File: src/rtl/apb_master_bridge.sv
// APB initiator: takes one CPU-side command at a time and runs the SETUP/ACCESS handshake.
// Optional ACCESS timeout abort is enabled by defining APB_MASTER_TIMEOUT_EN.
module apb_master_bridge #(
    parameter int ADDR_W         = 8,
    parameter int WDATA_W        = 8,
    parameter int RDATA_W        = 32,
    parameter int TIMEOUT_CYCLES = 255
) (
    input  logic               PCLK,
    input  logic               PRESETn,
    input  logic               cmd_valid,
    output logic               cmd_ready,
    input  logic               cmd_write,
    input  logic [ADDR_W-1:0]  cmd_addr,
    input  logic [WDATA_W-1:0] cmd_wdata,
    output logic               rsp_valid,
    output logic [RDATA_W-1:0] rsp_rdata,
    output logic               rsp_err,
    output logic               PSEL,
    output logic               PENABLE,
    output logic               PWRITE,
    output logic [ADDR_W-1:0]  PADDR,
    output logic [WDATA_W-1:0] PWDATA,
    input  logic               PREADY,
    input  logic [RDATA_W-1:0] PRDATA
);

    typedef enum logic [1:0] {
        S_IDLE   = 2'd0,
        S_SETUP  = 2'd1,
        S_ACCESS = 2'd2
    } state_t;

    state_t             r_state;
    logic               r_cmd_ready;
    logic               r_rsp_valid;
    logic [RDATA_W-1:0] r_rsp_rdata;
    logic               r_psel;
    logic               r_penable;
    logic               r_pwrite;
    logic [ADDR_W-1:0]  r_paddr;
    logic [WDATA_W-1:0] r_pwdata;

`ifdef APB_MASTER_TIMEOUT_EN
    localparam int CNT_W = $clog2(TIMEOUT_CYCLES + 1);
    localparam logic [CNT_W-1:0] CNT_LAST = CNT_W'(TIMEOUT_CYCLES - 1);

    logic             r_rsp_err;
    logic [CNT_W-1:0] r_cnt;

    assign rsp_err = r_rsp_err;
`else
    logic w_unused_timeout;

    assign w_unused_timeout = (TIMEOUT_CYCLES != 0);
    assign rsp_err          = 1'b0;
`endif

    assign cmd_ready = r_cmd_ready;
    assign rsp_valid = r_rsp_valid;
    assign rsp_rdata = r_rsp_rdata;
    assign PSEL      = r_psel;
    assign PENABLE   = r_penable;
    assign PWRITE    = r_pwrite;
    assign PADDR     = r_paddr;
    assign PWDATA    = r_pwdata;

    always_ff @(posedge PCLK or negedge PRESETn) begin
        if (!PRESETn) begin
            r_state     <= S_IDLE;
            r_cmd_ready <= 1'b0;
            r_rsp_valid <= 1'b0;
            r_rsp_rdata <= '0;
            r_psel      <= 1'b0;
            r_penable   <= 1'b0;
            r_pwrite    <= 1'b0;
            r_paddr     <= '0;
            r_pwdata    <= '0;
`ifdef APB_MASTER_TIMEOUT_EN
            r_rsp_err   <= 1'b0;
            r_cnt       <= '0;
`endif
        end else begin
            r_rsp_valid <= 1'b0;
            case (r_state)
                S_IDLE: begin
                    r_cmd_ready <= 1'b1;
                    // cmd_ready is registered, so the first edge after reset only raises it
                    if (cmd_valid && r_cmd_ready) begin
                        r_pwrite    <= cmd_write;
                        r_paddr     <= cmd_addr;
                        r_pwdata    <= cmd_wdata;
                        r_psel      <= 1'b1;
                        r_cmd_ready <= 1'b0;
                        r_state     <= S_SETUP;
                    end
                end
                S_SETUP: begin
                    r_penable <= 1'b1;
`ifdef APB_MASTER_TIMEOUT_EN
                    r_cnt     <= '0;
`endif
                    r_state   <= S_ACCESS;
                end
                S_ACCESS: begin
                    // PREADY is checked first so it wins on the last counted cycle
                    if (PREADY) begin
                        r_psel      <= 1'b0;
                        r_penable   <= 1'b0;
                        r_rsp_valid <= 1'b1;
                        r_rsp_rdata <= r_pwrite ? '0 : PRDATA;
`ifdef APB_MASTER_TIMEOUT_EN
                        r_rsp_err   <= 1'b0;
`endif
                        r_cmd_ready <= 1'b1;
                        r_state     <= S_IDLE;
                    end
`ifdef APB_MASTER_TIMEOUT_EN
                    else if (r_cnt == CNT_LAST) begin
                        r_psel      <= 1'b0;
                        r_penable   <= 1'b0;
                        r_rsp_valid <= 1'b1;
                        r_rsp_rdata <= '0;
                        r_rsp_err   <= 1'b1;
                        r_cmd_ready <= 1'b1;
                        r_state     <= S_IDLE;
                    end else begin
                        r_cnt <= r_cnt + CNT_W'(1);
                    end
`endif
                end
                default: r_state <= S_IDLE;
            endcase
        end
    end

endmodule

File: config.mk
export PLATFORM = sky130hd
export DESIGN_NAME = apb_master_bridge
export DESIGN_NICKNAME = d
export VERILOG_FILES = /design/src/rtl/apb_master_bridge.sv
export SDC_FILE = /design/constraint.sdc
export NUM_CORES = 1
export LEC_CHECK = 0
export BUFFER_PORTS_ARGS = -buffer_cell sky130_fd_sc_hd__buf_2
export CAP_MARGIN = 20
export CORE_MARGIN = 1
export CORE_UTILIZATION = 46
export CTS_CLUSTER_DIAMETER = 50
export DETAILED_ROUTE_END_ITERATION = 16
export GPL_ROUTABILITY_DRIVEN = 1
export MAX_ROUTING_LAYER = met4
export PLACE_DENSITY_LB_ADDON = 0.25
export RECOVER_POWER = 50
export SLEW_MARGIN = 10
export SYNTH_ARGS = -nofsm -noshare
export SYNTH_HDL_FRONTEND = slang
export SYNTH_SLANG_ARGS = --single-unit
File: constraint.sdc
create_clock -name PCLK -period 1.55 [get_ports PCLK]
set_input_delay 0.155 -clock PCLK [delete_from_list [all_inputs] [get_ports PCLK]]
set_output_delay 0.155 -clock PCLK [all_outputs]
set_load 0.02 [all_outputs]
==> results.yml <==
pwr:
  clockPowerShare_pct: 12.9
  pwr-share-comb_pct: 47.9
  p_per_area_mw_per_mm2: 2170
  p_sw_w: 0.00261
  swShare_pct: 40.4
  internal-power_w: 0.00384
  p_leak_nw: 1.50
  seqPwrFrac_pct: 39.2
  ir_worst_vdd_uv: 1010
job:
  drv_cap: 0
outcome:
  status: "complete, no violations"
detailed_routing:
  drc: 0
  firstDrtPassIters: 4
  vias_per_cell: 4.55
  wl_per_cell_um: 11.9
  initialDrtViolationCount: 57
  antenna_left: 0
  vias: 1701
  routed_wl_um: 4440
layout:
  synthToLayoutAreaGrowth_pct: 30.3
  drive_gt1_share_pct: 36.8
  multi_input_area_um2: 821
  stdcell_count: 374
  seq_area_mm2: 0.00138
  fill_cells: 434
  fin_nets: 359
  n_antenna_cell: 0
  fin_area_mm2: 0.00298
clock_tree:
  cts_setup_buffers: 0
  cts_buffer_depth: 2
  cts_buffers: 5
  insertion_delay_ps: 300
  h-tree-depth: 2
  cts-root-buf: "clkbuf_8"
  cts.sinks: 55
  cts_tree: "yes"
  cts.repair.resized: 0
  path_clk_slew_ps: 90
synthesis:
  post-synth-top-count-cell: "dfrtp_1"
  syn-num-nets: 252
  synth_ff_type: "dfrtp_1"
  async_flop_share_pct: 100
  postSynthAreaPerCell_um2: 11.5
  syn_inst: 199
  synth_commonest_cells: "dfrtp_1 (55), nand2_1 (34), o21ai_0 (34)"
  synth_top_area_share_pct: 60.3
  syn_area_mm2: 0.00228
  synth_top_family_by_area: "simple AND/OR/NAND/NOR gates"
  synth_xor_area_share_pct: 0
  synth_adder_area_share_pct: 0
  synth-edff-count: 0
  synth-simple-area-share_pct: 16.5
  yosysTopAreaCell: "dfrtp_1"
  synthMuxAreaShare_pct: 11.2
  ys_ff_latch: 55
  synth_warnings: 0
  synth_compound_area_share_pct: 8.11
  ys_top_cells_by_area: "dfrtp_1 (60%), mux2_4 (11%), nand2b_1 (9.0%), o21ai_0 (7.5%), nand2_1 (5.6%)"
  synth_cell_types: 18
  seq_area_frac_synth_pct: 60.3
worst_setup_path:
  setup.worst_path.end: "PADDR[5]"
  reg2reg_depth: 3
  r2r_end: "PADDR[5]"
  critical_path_arrival_ps: 1620
  critPathLaunchType: "flip-flop"
  r2r-start: "r_state[0]"
  crit_start: "r_state[0]"
  cp_max_fo: 7
  end_kind: "flip-flop"
  worstSetupPathType: "reg2reg"
  regToRegSetupSlack_ps: 120
  crit_required_ps: 1730
sta:
  setup_tns_ps: 0
  max-slew-margin-rel_pct: 50.6
  final.period_utilization_pct: 92.4
  fin_skew_ps: 5.16
  timing.fmax_ghz: 0.698
  worstMarginPinSlew_ps: 741
  fin_ws_ps: 117
  fin_crit_ps: 1430
  finalSetupViolations: 0
  drv_slew: 0
  rsz0062_at_grt: "no"
  hold_violations: 0
  whs_ps: 79.8
placed_design:
  place_inst: 365
  gp_congestion: 0.785
  post-place-ws_ps: 135
  port_buffers: 105
  placed_area_mm2: 0.00291
  dpl.hpwl_um: 3090
floorplanning:
  initial_core_util_pct: 48.0
  fp.dieArea_mm2: 0.00525
  core_area_mm2: 0.00475
  die_height_um: 72.5
  row_count: 25
  die_x_um: 72.5
  ioPinCount: 107
global_routing:
  antenna_found_initial: 0
  track_usage_pct: 18.1
  grt_pass1_vias: 1523
  grt_use_met1_pct: 23.7
  overflow: 0
  grt_pass1_wl_um: 7070
  top_usage_layer: "met2"
  use_met2_pct: 26.9
  grt_util_met3_pct: 4.31
  grt_max_degree: 56
hold_path:
  hold_path.class: "in2reg"
[timing repair]
item,4_1_cts,5_1_grt
hold endpoints to repair,55,0
setup endpoints to repair,0,0
hold buffers,1,0
[kinds of logic after synthesis]
group           count (synthesis)
compound gates                 37
buf+inv                        16
flops                          55
mux                            17
other cells                     1
simple gates                   73
[worst min path at each step]
stage | slack (ps) | from | to | cells past startpoint
finish | 80 | cmd_wdata[0] | PWDATA[0] | 2
global placement | 170 | PRESETn | rsp_valid | 2
global route | 70 | cmd_addr[4] | PADDR[4] | 2
floorplan | -140 | PRESETn | PADDR[0] | 0
CTS | 70 | cmd_wdata[4] | PWDATA[4] | 2
detailed placement | 180 | PRESETn | rsp_rdata[3] | 2
[cell usage in the layout (no fill, tap or decap)]
cell	synthesis	layout
nand3b_1	1	1
nor2_1	3	3
mux2_4	17	17
conb_1	1	1
o21ai_0	34	34
buf_4	1	4
buf_12	0	2
dfrtp_1	55	55
buf_2	5	81
clkbuf_4	0	1
clkbuf_8	0	7
or2b_1	1	1
dlygate4sd3_1	0	1
a21oi_1	3	3
inv_1	3	3
nand2_1	34	34
clkbuf_1	3	25
and4bb_4	1	1
nand2b_1	33	33
[layout make-up]
cell class | instances | share of cell area [%]
clock buffer | 8 | 3.36
inverter | 3 | 0.378
multi-input combinational | 128 | 27.6
sequential | 55 | 46.3
tap | 67 | 2.82
timing repair buffer | 113 | 19.6
[metal layers]
layer	up-vias	wire length (um)
met4	0	107
met3	9	279
met1	770	2050
li1	857	-
met2	65	2010
met5	-	0
[metrics by stage]
stage          utilization (%)  total power (W)
5_1_grt                   62.6          0.00690
4_1_cts                   63.5          0.00661
6_report                  62.6          0.00645
3_3_place_gp              61.2          0.00568
3_5_place_dp              61.2          0.00576
2_1_floorplan                -          0.00467
[flip-flops by register name, summed over array words and instances, names as in the netlist]
name,count
rsp_rdata,32
PADDR,8
PWDATA,8
r_state,2
PENABLE,1
PSEL,1
PWRITE,1
cmd_ready,1
rsp_valid,1
[worst max-delay path, cell delays in order (launching register included)]
cell	delay, ps
dfrtp_1	440
and4bb_4	380
buf_4	190
mux2_4	310
[power groups by stage]
| stage | clock (W) | combinational (W) | sequential (W) |
|---|---|---|---|
| floorplan | 0 | 0.00125 | 0.00342 |
| global placement | 0 | 0.00315 | 0.00253 |
| detailed placement | 0 | 0.00322 | 0.00253 |
| CTS | 0.000867 | 0.00322 | 0.00252 |
| global route | 0.000909 | 0.00337 | 0.00262 |
| finish | 0.000834 | 0.00309 | 0.00253 |
Note: power is estimated with default switching activity, not from simulation.
